File: src/rtl/uart_pkg.sv
// ---------------------------------------------------------------------------
// uart_pkg
//   Shared constants for the UART transmit front end: bus window base,
//   register offsets, STATUS bit positions, bus handshake state encoding,
//   and a helper that assembles the STATUS word.
//   Ports: none (package).
// ---------------------------------------------------------------------------
package uart_pkg;

    localparam logic [31:0] UART_BASE  = 32'hffff_0040;
    localparam logic [31:0] DATA_OFF   = 32'h0000_0000;
    localparam logic [31:0] STATUS_OFF = 32'h0000_0004;

    // Only this address bit distinguishes DATA from STATUS.
    localparam int unsigned REG_SEL_BIT = 2;

    localparam int unsigned EMPTY_BIT = 0;
    localparam int unsigned FULL_BIT  = 1;
    localparam int unsigned OVF_BIT   = 2;
    localparam int unsigned COUNT_LSB = 8;

    localparam int unsigned TX_W = 8;

    typedef enum logic [1:0] {
        BUS_IDLE,
        BUS_STALL,
        BUS_WR_ACK,
        BUS_RD_ACK
    } bus_state_t;

    function automatic logic [31:0] pack_status(
        input logic       empty,
        input logic       full,
        input logic       ovf,
        input logic [7:0] count
    );
        logic [31:0] s;
        s                   = '0;
        s[EMPTY_BIT]        = empty;
        s[FULL_BIT]         = full;
        s[OVF_BIT]          = ovf;
        s[COUNT_LSB +: 8]   = count;
        return s;
    endfunction

endpackage

File: src/rtl/uart_tx_fifo_sync_fifo.sv
// ---------------------------------------------------------------------------
// sync_fifo
//   Single-clock FIFO with a registered head output. Pointers wrap modulo
//   DEPTH (power of two); count spans 0..DEPTH.
//   Ports:
//     clk, reset  - clock, synchronous active-high reset
//     push, din   - write request and data (ignored when full)
//     pop         - advance head (ignored when empty)
//     dout        - registered head entry
//     empty, full - occupancy flags
//     count       - number of stored entries
// ---------------------------------------------------------------------------
module sync_fifo
    import uart_pkg::*;
#(
    parameter  int unsigned DEPTH = 16,
    parameter  int unsigned WIDTH = TX_W,
    localparam int unsigned PTR_W = $clog2(DEPTH)
) (
    input  logic             clk,
    input  logic             reset,
    input  logic             push,
    input  logic             pop,
    input  logic [WIDTH-1:0] din,
    output logic [WIDTH-1:0] dout,
    output logic             empty,
    output logic             full,
    output logic [PTR_W:0]   count
);

    logic [WIDTH-1:0] storage [DEPTH];
    logic [PTR_W-1:0] wr_ptr;
    logic [PTR_W-1:0] rd_ptr;
    logic [PTR_W-1:0] rd_next;
    logic             push_ok;
    logic             pop_ok;

    assign empty   = (count == '0);
    assign full    = (count == (PTR_W+1)'(DEPTH));
    assign push_ok = push & ~full;
    assign pop_ok  = pop & ~empty;
    assign rd_next = rd_ptr + PTR_W'(pop_ok);

    always_ff @(posedge clk) begin
        if (push_ok) begin
            storage[wr_ptr] <= din;
        end
    end

    always_ff @(posedge clk) begin
        if (reset) begin
            wr_ptr <= '0;
            rd_ptr <= '0;
            count  <= '0;
            dout   <= '0;
        end else begin
            if (push_ok) begin
                wr_ptr <= wr_ptr + PTR_W'(1);
            end
            rd_ptr <= rd_next;
            count  <= count + (PTR_W+1)'(push_ok) - (PTR_W+1)'(pop_ok);
            // The head register only changes when the head entry changes.
            // A push landing exactly on the next head slot (empty FIFO, or
            // one entry being popped) is forwarded from din because the
            // storage write has not happened yet.
            if (push_ok && (wr_ptr == rd_next)) begin
                dout <= din;
            end else if (pop_ok) begin
                dout <= storage[rd_next];
            end
        end
    end

endmodule

File: src/rtl/uart_tx_fifo.sv
// ---------------------------------------------------------------------------
// uart_tx_fifo
//   Bus-slave front end for the UART transmit path. CPU byte writes to DATA
//   are queued in a FIFO and streamed to the serializer over valid/ready.
//   STATUS reports empty/full/overflow and the fill level.
//   Optional feature macro: UART_TX_FIFO_DROP_EN
//     defined   - DATA write while full is acknowledged and dropped, setting
//                 a sticky overflow flag cleared by a STATUS read acknowledge
//     undefined - DATA write while full stalls until space frees up
//   Ports:
//     clk, reset            - clock, synchronous active-high reset
//     enable                - chip select from the address decoder
//     mem_valid, mem_instr  - bus request, fetch flag (fetch flag unused)
//     mem_addr, mem_wstrb   - address (bit 2 decoded), strobes (0 = read)
//     mem_wdata             - write data, low byte used
//     mem_ready, mem_rdata  - one-cycle acknowledge, read data (0 otherwise)
//     tx_data, tx_valid     - head byte and FIFO-not-empty
//     tx_ready              - serializer consumes head byte this cycle
// ---------------------------------------------------------------------------
module uart_tx_fifo
    import uart_pkg::*;
#(
    parameter  int unsigned DEPTH = 16,
    localparam int unsigned PTR_W = $clog2(DEPTH)
) (
    input  logic        clk,
    input  logic        reset,
    input  logic        enable,
    input  logic        mem_valid,
    input  logic        mem_instr,
    output logic        mem_ready,
    input  logic [31:0] mem_addr,
    input  logic [3:0]  mem_wstrb,
    input  logic [31:0] mem_wdata,
    output logic [31:0] mem_rdata,
    output logic [7:0]  tx_data,
    output logic        tx_valid,
    input  logic        tx_ready
);

    bus_state_t     state;
    logic           fifo_empty;
    logic           fifo_full;
    logic [PTR_W:0] fifo_count;
    logic [7:0]     count_byte;
    logic [31:0]    status;
    logic           ovf;
    logic           accept;
    logic           is_read;
    logic           sel_status;
    logic           data_wr;
    logic           push;
    logic           stall_full;
    logic           unused_bus_bits;

    assign unused_bus_bits = ^{mem_instr, mem_addr[31:3], mem_addr[1:0], mem_wdata[31:8]};

    // mem_ready is high only in the acknowledge cycle, so gating on it stops
    // a still-asserted request from being taken twice.
    assign accept     = enable & mem_valid & ~mem_ready;
    assign is_read    = (mem_wstrb == '0);
    assign sel_status = (mem_addr[REG_SEL_BIT] == STATUS_OFF[REG_SEL_BIT]);
    assign data_wr    = ~is_read & ~sel_status & mem_wstrb[0];
    assign push       = accept & data_wr & ~fifo_full;

    // Count is shown in an 8-bit field; a DEPTH of 256 reads back as 0 when
    // completely full (the full bit still distinguishes it).
    assign count_byte = 8'(fifo_count);
    assign status     = pack_status(fifo_empty, fifo_full, ovf, count_byte);

    assign tx_valid   = ~fifo_empty;

    sync_fifo #(
        .DEPTH (DEPTH),
        .WIDTH (TX_W)
    ) u_fifo (
        .clk   (clk),
        .reset (reset),
        .push  (push),
        .pop   (tx_ready),
        .din   (mem_wdata[7:0]),
        .dout  (tx_data),
        .empty (fifo_empty),
        .full  (fifo_full),
        .count (fifo_count)
    );

`ifdef UART_TX_FIFO_DROP_EN
    logic overflow_set;

    assign stall_full   = 1'b0;
    assign overflow_set = accept & data_wr & fifo_full;

    // Sticky until a read is acknowledged; a new overflow in that same
    // cycle keeps the flag set.
    always_ff @(posedge clk) begin
        if (reset) begin
            ovf <= 1'b0;
        end else if (overflow_set) begin
            ovf <= 1'b1;
        end else if (state == BUS_RD_ACK) begin
            ovf <= 1'b0;
        end
    end
`else
    assign stall_full = accept & data_wr & fifo_full;
    assign ovf        = 1'b0;
`endif

    // Bus handshake. A stalled write is simply re-evaluated every cycle it
    // stays requested; dropping the request returns to idle with no push.
    always_ff @(posedge clk) begin
        if (reset) begin
            state     <= BUS_IDLE;
            mem_ready <= 1'b0;
            mem_rdata <= '0;
        end else begin
            case (state)
                BUS_IDLE, BUS_STALL: begin
                    if (accept) begin
                        if (is_read) begin
                            state     <= BUS_RD_ACK;
                            mem_ready <= 1'b1;
                            mem_rdata <= status;
                        end else if (stall_full) begin
                            state     <= BUS_STALL;
                            mem_ready <= 1'b0;
                            mem_rdata <= '0;
                        end else begin
                            state     <= BUS_WR_ACK;
                            mem_ready <= 1'b1;
                            mem_rdata <= '0;
                        end
                    end else begin
                        state     <= BUS_IDLE;
                        mem_ready <= 1'b0;
                        mem_rdata <= '0;
                    end
                end
                default: begin
                    state     <= BUS_IDLE;
                    mem_ready <= 1'b0;
                    mem_rdata <= '0;
                end
            endcase
        end
    end

endmodule

File: config.mk
export PLATFORM = sky130hd
export DESIGN_NAME = uart_tx_fifo
export DESIGN_NICKNAME = d
export VERILOG_FILES = /design/src/rtl/uart_pkg.sv /design/src/rtl/uart_tx_fifo_sync_fifo.sv /design/src/rtl/uart_tx_fifo.sv
export SDC_FILE = /design/constraint.sdc
export NUM_CORES = 1
export LEC_CHECK = 0
export BUFFER_PORTS_ARGS = -buffer_cell sky130_fd_sc_hd__buf_2
export CAP_MARGIN = 5
export CORE_MARGIN = 5
export CORE_UTILIZATION = 45
export DETAILED_ROUTE_END_ITERATION = 16
export HOLD_SLACK_MARGIN = 0.1
export PLACE_DENSITY = 0.69
export SYNTH_ARGS = -nofsm -noshare
export SYNTH_HDL_FRONTEND = slang
export SYNTH_SLANG_ARGS = --single-unit
export TNS_END_PERCENT = 1
File: constraint.sdc
create_clock -name clk -period 2.9 [get_ports clk]
set_input_delay 0.58 -clock clk [delete_from_list [all_inputs] [get_ports clk]]
set_output_delay 0.58 -clock clk [all_outputs]
set_load 0.02 [all_outputs]
==> results of run 1 <==
[worst register-to-register path: cells and delay by family, from the launching register on]
kind,cells,cell delay (ns)
compound gates,3,0.55
simple gates,3,0.61
flops,1,0.32
buf+inv,4,0.46
xor+xnor,1,0.40
fa+ha+maj,3,0.48
[metal layers]
layer | track usage, % | up-vias | wire (um)
met5 | 0 | - | 0
met4 | 6.457 | 0 | 308
met3 | 3.937 | 24 | 989
met2 | 26.61 | 178 | 6952
met1 | 22.06 | 2042 | 6062
li1 | - | 1864 | -
[logic make-up after synthesis]
group           after synthesis
flops                       157
simple gates                101
compound gates               69
buf+inv                      62
mux                          51
xor+xnor                     14
fa+ha+maj                    13
other cells                   1
[final cells by class]
class	instances	share of cell area [%]
well taps	184	2.830
clock inverters	9	0.7076
inverters	12	0.5538
multi-input cells	274	27.73
clock buffers	23	5.891
flip-flops and latches	157	54.42
repair buffers	85	7.860
[cell usage in the layout (no fill, tap or decap), types with 15 or more instances in the layout]
cell	count
nor2b_1	18
dfxtp_1	27
mux2i_1	51
clkbuf_16	18
buf_4	42
buf_2	34
edfxtp_1	128
nor2_1	32
a21oi_1	15
conb_1	25
[synthesized netlist by cell type, drive strengths merged, types with 14 or more instances]
library cell | count | area [um2]
edfxtp | 128 | 3844
nor2b | 18 | 112.6
mux2i | 51 | 510.5
a21oi | 18 | 90.09
a22oi | 18 | 135.1
a2111oi | 14 | 122.6
and3 | 14 | 87.58
dfxtp | 29 | 580.6
buf | 38 | 267.8
nor2 | 35 | 136.4
[stage by stage]
step / power, mW / setup slack (ns) / instance area (um2) / utilization, %
6_report: 7.428 / 0.04202 / 8134 / 55.97
5_1_grt: 7.799 / -0.05602 / 8134 / 55.97
4_1_cts: 7.310 / 0.02895 / 8028 / 55.23
3_5_place_dp: 5.120 / -0.2077 / 7300 / 50.22
3_3_place_gp: 5.066 / -0.1766 / 7300 / 50.22
2_1_floorplan: 4.249 / -0.006860 / 6743 / -
[power groups by stage]
stage | logic (mW) | registers (mW) | clock network (mW)
CTS | 2.68 | 2.59 | 2.05
floorplan | 1.57 | 2.68 | 0
finish | 2.83 | 2.59 | 2.01
global placement | 2.44 | 2.63 | 0
detailed placement | 2.49 | 2.63 | 0
global route | 3.06 | 2.60 | 2.14
[what timing repair did]
item / CTS / global route
pin swaps: 6 / 15
gates resized for setup: 42 / 28
setup endpoints to repair: 8 / 9
setup buffers: 1 / 1
hold buffers: 0 / 0
cloned: 1 / 1
[path summary, 6_finish.rpt]
path | end | slack [ns] | cells past startpoint | startpoint
max | u_fifo.dout[3] | 0.04 | 14 | u_fifo.count[2]
min | mem_ready | 0.48 | 4 | mem_wstrb[0]
max reg2reg | u_fifo.dout[3] | 0.04 | 14 | u_fifo.count[2]
min reg2reg | u_fifo.dout[1] | 0.55 | 2 | u_fifo.dout[1]
[sequential cells by signal (all words and copies together) (netlist names)]
signal	flops
u_fifo.count	5
mem_ready	1
mem_rdata	7
u_fifo.dout	8
u_fifo.wr_ptr	4
u_fifo.rd_ptr	4
u_fifo.storage	128
==> impl_metrics.yaml, run 1 <==
status:
  outcome: "finished, final reports clean"
clocking:
  clock_sink_count: 157
  cts_tree: "built"
  clk_latency_ns: 0.43
  cts_buffer_depth: 2
  htreeDepth: 4
  root_buffer: "clkbuf_16"
  clkTransAtPathRegs_ns: 0.06
  cts-buffers-inserted: 17
synthesis:
  yosysSeqAreaShare_pct: 66.58
  avgSynthCellArea_um2: 14.20
  synth_xor_area_share_pct: 1.958
  synthCells: 468
  synthArstFlopShare_pct: 0
  synth-main-ff-cell: "edfxtp_1"
  synth_seq_cells: 157
  synth_simple_gate_area_share_pct: 8.209
  muxShareOfSynthArea_pct: 7.682
  synth.cell_area_um2: 6645
  ys_warn_count: 0
  synth_compound_area_share_pct: 7.475
  synth_edf_count: 128
  yosysUniqueCellTypes: 41
  synth_top_family_by_area: "simple AND/OR/NAND/NOR gates"
  synthAdderAreaFrac_pct: 2.561
routing:
  detail_route.wl_per_cell_um: 19.24
  ant_nets: 0
  dr_total_vias: 4108
  wl_mm: 14.31
  drt_iter0_markers: 309
  drc: 0
  avgViaCountPerCell: 5.522
  drt_first_pass_iters: 5
floorplan:
  dieArea_um2: 17300
  core-area_um2: 14530
  ios: 116
  initial_utilization_pct: 45.72
  dieWidth_um: 131.5
  rows: 44
  dieHeight_um: 131.5
sta:
  rsz0062_at_grt: "yes"
  fin_skew_ns: 0.01140
  setup_viol_count_final: 0
  final_max_slew_viol_count: 0
  min_period_over_period_pct: 98.55
  finalHoldViolations: 0
  hold_slack_ns: 0.4848
  maxSlewHeadroom_pct: 59.80
  finalCriticalPeriod_ns: 2.858
  clock.fmax_mhz: 349.9
  worst_slew_pin_slew_ns: 0.6017
  setup_tns_ns: 0
power_and_ir_drop:
  power.density_nw_per_um2: 913.2
  p_seq_share_pct: 34.9
  sw_frac_of_total_pct: 32.64
  comb_power_share_pct: 38.0
  peakVddDrop_mv: 0.5600
  clock_power_share_pct: 27.1
  p_switching_mw: 2.424
  power_leakage_nw: 2.979
  intPower_mw: 5.004
min_path:
  hold_path.class: "input pin to register"
place:
  place_inst: 710
  dpl.hpwl_mm: 9.184
  gp_congestion: 0.8127
  io_buffer_count: 34
global_route:
  grt_overflow: 0
  antenna_found_initial: 0
  grt_pass1_vias: 4098
  grt_pass1_wl_mm: 22.42
  track_usage_pct: 16.64
  grt_max_degree: 33
critical_path:
  crit_fanout: 9
  path_class: "register to register"
  crit_top_cell: "ha_4"
  slowest_delay_ns: 0.47
  critPathLaunchType: "register"
  worstPathArrival_ns: 3.22
  path_buf_inv: 4
  crit_required_ns: 3.26
  critPathCaptureType: "register"
  path_cells: "inv_2 > ha_4 > or4b_4 > nand2_4 > inv_2 > ha_4 > ha_4 > xor2_4 > buf_12 > nor2_4 > buf_12 > a22oi_1 > a31oi_1 > a21oi_1"
  critPathTopFamily: "simple AND/OR/NAND/NOR gates"
  critPathSlowestCell: "or4b_4"
layout:
  fin_nets: 634
  nFillCells: 1144
  seq_area_um2: 4427
  syn2layout_area_growth_pct: 22.41
  diodes: 0
  multi_input_area_um2: 2256
  finalNonFillerCells: 744
  drive_gt1_share_pct: 29.29
run:
  maxCapViolations: 0
Power figures use the tool's default switching activity.
==> inputs of run 2 (changes only) <==
CORE_ASPECT_RATIO = 0.6   (was unset)
SYNTH_HIERARCHICAL = 1   (was unset)
==> impl_metrics.yaml, run 2 <==
status:
  outcome: "finished, final reports clean"
sta:
  final_max_slew_viol_count: 0
  finalCriticalPeriod_ns: 2.823
  hold_slack_ns: 0.4843
  min_period_over_period_pct: 97.36
  fin_skew_ns: 0.01270
  clock.fmax_mhz: 354.2
  finalHoldViolations: 0
  setup_viol_count_final: 0
routing:
  drt_first_pass_iters: 4
  avgViaCountPerCell: 5.159
  drc: 0
  ant_nets: 0
  dr_total_vias: 3534
  drt_iter0_markers: 305
  wl_mm: 13.39
  detail_route.wl_per_cell_um: 19.55
layout:
  syn2layout_area_growth_pct: 20.24
  fin_nets: 561
  layout_commonest_cell: "edfxtp_1"
  largest_reg_flops: 128
  regMostFlops: "u_fifo/storage"
  nFillCells: 1137
  diodes: 0
  final_cell_mix: "edfxtp_1, buf_4, buf_2"
  finalNonFillerCells: 685
  drive_gt1_share_pct: 36.34
  reg.largest.list: "u_fifo/storage: 128 flops, u_fifo/dout: 8 flops, mem_rdata: 7 flops"
synthesis:
  netlist_top_cells_count: "edfxtp_1, nor2_1, buf_4, dfxtp_1, mux4_1"
  avgSynthCellArea_um2: 17.13
  synth-main-ff-cell: "edfxtp_1"
  synth.cell_area_um2: 6681
  synthCells: 390
  synthArstFlopShare_pct: 0
  yosysUniqueCellTypes: 42
  synthTopCellsByArea: "edfxtp_1, dfxtp_1, mux4_1"
  yosysSeqAreaShare_pct: 66.22
  synth_seq_cells: 157
  synth_top_area_share_pct: 57.53
  yosysMostFrequentCell: "edfxtp_1"
  yosys.area.top_type: "edfxtp_1"
  ys_warn_count: 6
  synth_edf_count: 128
global_route:
  use_met2_pct: 21.88
  busiest_layer: "met1"
  grt.met1_usage_pct: 23.00
  grt_max_degree: 23
  track_usage_pct: 15.60
  grt_pass1_wl_mm: 20.31
  grt_overflow: 0
  grt_pass1_vias: 3537
  grt_use_met3_pct: 5.583
  antenna_found_initial: 0
clocking:
  htreeDepth: 4
  postCtsHoldBufs: 0
  root_buffer: "clkbuf_16"
  cts-buffers-inserted: 17
  cts_tree: "built"
  clkTransAtPathRegs_ns: 0.07
  cts_buffer_depth: 2
  clk_latency_ns: 0.43
  clock_sink_count: 157
floorplan:
  rows: 34
  dieArea_um2: 17460
  ios: 116
  dieHeight_um: 104.4
  core-area_um2: 14510
  dieWidth_um: 167.3
  initial_utilization_pct: 46.06
critical_path:
  critPathSlowestCell: "mux4_1"
  cp.depth: 12
  startpoint: "u_fifo/count[3]"
  reg2reg_slack_ns: 0.08
  path_buf_inv: 4
  r2r_end: "u_fifo/dout[0]"
  crit_required_ns: 3.19
  path_cells: "inv_2 > ha_4 > nor4b_4 > nand2b_4 > inv_4 > ha_4 > buf_12 > buf_12 > mux4_1 > mux2_2 > a22oi_2 > a311oi_1"
  r2r_start: "u_fifo/count[3]"
  critPathLaunchType: "register"
  worstPathArrival_ns: 3.12
  endpoint: "u_fifo/dout[0]"
  crit_fanout: 6
  critPathCaptureType: "register"
  rr_worst_depth: 12
  slowest_delay_ns: 0.57
  path_class: "register to register"
  critPathTopFamily: "multiplexers"
power_and_ir_drop:
  power_leakage_nw: 2.889
  peakVddDrop_mv: 0.4254
  power.density_nw_per_um2: 910.4
place:
  gp_congestion: 0.7698
  io_buffer_count: 34
  dpl.hpwl_mm: 8.622
  place_inst: 647
min_path:
  hold_path.class: "input pin to register"
  min-delay-start: "mem_addr[2]"
run:
  maxCapViolations: 0
[run 2: changes by cell type after synthesis, sizes merged, moves of 7 or more]
cell,before,now
clkbuf,12,2
mux2,0,16
a32oi,8,0
and3,14,0
a21oi,18,3
nor2b,18,5
mux4,0,32
a2111oi,14,0
a22oi,18,7
nor3,4,12
mux2i,51,1
nor4,8,0
a311oi,0,7
o21bai,8,0
[run 2: stage by stage]
stage	utilization, %	TNS [ns]	setup slack (ns)	cell area [um2]	total power, mW
after global placement	50.16	-0.4236	-0.1138	7276	4.666
after floorplan	-	0	0.007560	6771	4.042
after global routing	55.38	-0.03302	-0.02788	8034	7.661
after CTS	54.78	0	0.005751	7946	7.115
final	55.38	0	0.07668	8034	7.314
after detailed placement	50.16	-0.4081	-0.09942	7276	4.707
[run 2: repair_timing]
action / 4_1_cts / 5_1_grt
setup buffers: 1 / 4
gates cloned: 1 / 0
endpoints found under the setup margin: 8 / 9
pin swaps: 0 / 5
gates resized for setup: 3 / 27
[run 2: cell type report]
type	count	area, um2	area share [%]
timing repair buffer	84	669.4	8.332
multi-input combinational	196	2016	25.09
sequential	157	4425	55.08
clock inverter	15	180.2	2.243
inverter	18	70.07	0.8721
tap	198	247.7	3.084
clock buffer	17	425.4	5.295
[run 2: worst min-delay path by stage]
stage	to	slack (ns)	cells past startpoint
floorplan	mem_rdata[10]	0.44	2
global route	mem_rdata[12]	0.48	3
global placement	mem_rdata[11]	0.56	3
CTS	mem_ready	0.48	3
finish	mem_ready	0.48	3
detailed placement	mem_rdata[10]	0.57	3
[run 2: routing by layer]
layer  share of wire [%]  routed length, um  vias up
met3                 8.1               1088       12
met4                0.66                 89        0
met1                  47               6313     1781
met5                   0                  0        -
met2                  44               5902      128
li1                    -                  -     1613
[run 2: tightest hold or removal path, stage by stage]
cell,delay [ns]
buf_2,0.08
nand3b_1,0.09
nor2b_1,0.12
[run 2: report_power, final]
part	switching [mW]	internal, mW	leakage (nW)	total [mW]
Sequential	0.0814	2.52	1.39	2.60
Clock	0.947	1.30	0.298	2.25
Combinational	1.06	1.41	1.20	2.47
Total	2.09	5.23	2.89	7.31
[run 2: cells by family (layout without fill, tap and decap cells)]
kind of cell	count (synthesis)	after routing	share of synthesized area (%)
flip-flops	157	157	66.22
buffers and inverters	61	134	5.824
adder cells (fa/ha/maj)	13	13	2.547
AO/OA/AOI/OAI	21	21	2.378
multiplexers	49	49	14.81
XOR/XNOR	13	13	2.041
other	1	25	0.05613
AND/OR/NAND/NOR	75	75	6.124
==> inputs of run 3 (changes only) <==
CORE_UTILIZATION = 50   (was 45)
PLACE_DENSITY = 0.75   (was 0.69)
==> impl_metrics.yaml, run 3 (synthesized netlist as in run 2, its figures left out) <==
layout:
  largest_reg_flops: 128
  layout_commonest_cell: "edfxtp_1"
  seq_area_um2: 4429
  finalNonFillerCells: 660
  regMostFlops: "u_fifo/storage"
  drive_gt1_share_pct: 35.10
  fin_nets: 564
  final_cell_mix: "edfxtp_1, buf_4, buf_2"
  syn2layout_area_growth_pct: 19.01
  design_area_um2: 7951
  nFillCells: 962
  multi_input_area_um2: 2044
  reg.largest.list: "u_fifo/storage: 128 flops, u_fifo/dout: 8 flops, mem_rdata: 7 flops"
  diodes: 0
routing:
  drc: 0
  drt_first_pass_iters: 4
  avgViaCountPerCell: 5.447
  dr_total_vias: 3595
  ant_nets: 0
  wl_mm: 13.59
  drt_iter0_markers: 274
  detail_route.wl_per_cell_um: 20.59
floorplan:
  rows: 32
  ios: 116
  initial_utilization_pct: 51.50
  dieWidth_um: 159.2
  dieHeight_um: 99.54
  core-area_um2: 12970
  dieArea_um2: 15850
critical_path:
  worstPathArrival_ns: 3.07
  crit_required_ns: 3.18
  crit_fanout: 5
  critPathLaunchType: "register"
  critPathCaptureType: "register"
  path_class: "register to register"
  reg2reg_slack_ns: 0.11
min_path:
  hold_path.class: "input pin to register"
clocking:
  htreeDepth: 4
  postCtsHoldBufs: 0
  clock_sink_count: 157
  clkTransAtPathRegs_ns: 0.07
  root_buffer: "clkbuf_16"
  cts-buffers-inserted: 17
  cts_tree: "built"
  cts_buffer_depth: 2
  clk_latency_ns: 0.42
global_route:
  antenna_found_initial: 0
  track_usage_pct: 17.41
  grt_overflow: 0
  grt.met1_usage_pct: 24.56
  grt_pass1_vias: 3594
  grt_use_met3_pct: 5.549
  busiest_layer: "met2"
  grt_max_degree: 23
  use_met2_pct: 26.20
  grt_pass1_wl_mm: 20.48
place:
  post-place-ws_ns: -0.1787
  dpl.hpwl_mm: 9.093
  place_area_um2: 7233
  io_buffer_count: 34
  gp_congestion: 0.8000
  place_inst: 623
sta:
  worst_slew_pin_slew_ns: 0.5771
  clock.fmax_mhz: 359.0
  maxSlewHeadroom_pct: 61.23
  fin_skew_ns: 0.007177
  finalHoldViolations: 0
  finalWorstSetupSlack_ns: 0.1144
  min_period_over_period_pct: 96.05
  setup_viol_count_final: 0
  final_max_slew_viol_count: 0
  finalCriticalPeriod_ns: 2.786
  hold_slack_ns: 0.5045
run:
  maxCapViolations: 0
power_and_ir_drop:
  power_leakage_nw: 2.891
  peakVddDrop_mv: 0.4539
  power.density_nw_per_um2: 879.5
status:
  outcome: "finished, final reports clean"
run 3: changes by cell type in the layout (fill, tap and decap cells not counted), sizes merged:
cell      change
buf           +3
bufinv        -1
clkinv        -3
clkinvlp      +3
inv           +1
run 3: per-stage QoR:
stage / util, % / power, mW / setup TNS [ns]
after floorplan: - / 4.042 / 0
after global placement: 55.76 / 4.631 / -1.040
after detailed placement: 55.76 / 4.678 / -0.9809
after CTS: 60.30 / 6.833 / 0
after global routing: 61.29 / 7.311 / -0.06023
final: 61.29 / 6.993 / 0
run 3: path summary, 6_finish.rpt:
| path | from | end | cells after the start |
|---|---|---|---|
| min | mem_wstrb[1] | mem_rdata[10] | 3 |
| max reg2reg | u_fifo/count[3] | u_fifo/dout[4] | 11 |
| min reg2reg | u_fifo/count[2] | mem_rdata[10] | 3 |
| max | u_fifo/count[3] | u_fifo/dout[4] | 11 |
run 3: cell type report:
cell class	instances	share of cell area [%]
Clock inverter	15	1.715
Inverter	18	0.8812
Tap cell	170	2.675
Clock buffer	17	5.350
Sequential cell	157	55.70
Timing Repair Buffer	87	7.962
Multi-Input combinational cell	196	25.71
run 3: worst max-delay path: stages, from the launching register on:
cell	delay, ns
dfxtp_2	0.32
inv_2	0.07
ha_4	0.13
nor4b_4	0.21
nand2b_4	0.19
inv_4	0.04
ha_4	0.32
buf_6	0.15
mux4_2	0.50
mux2_4	0.29
a222oi_1	0.31
a211oi_1	0.12
run 3: what timing repair did:
item,in CTS,in global routing
pin swaps,0,5
resized for setup,5,24
endpoints found under the setup margin,8,9
buffers inserted,0,5
run 3: layer usage:
metal / routed length (um) / part of all wire [%]
met1: 6029 / 44
met4: 107 / 0.79
met2: 6267 / 46
met3: 1186 / 8.7
met5: 0 / 0
run 3: report_power, final:
group	leakage, nW	total, mW	switching, mW	internal [mW]
clock network	0.269	2.10	0.906	1.19
logic	1.23	2.30	1.01	1.29
registers	1.39	2.59	0.0681	2.53
total	2.89	6.99	1.99	5.01
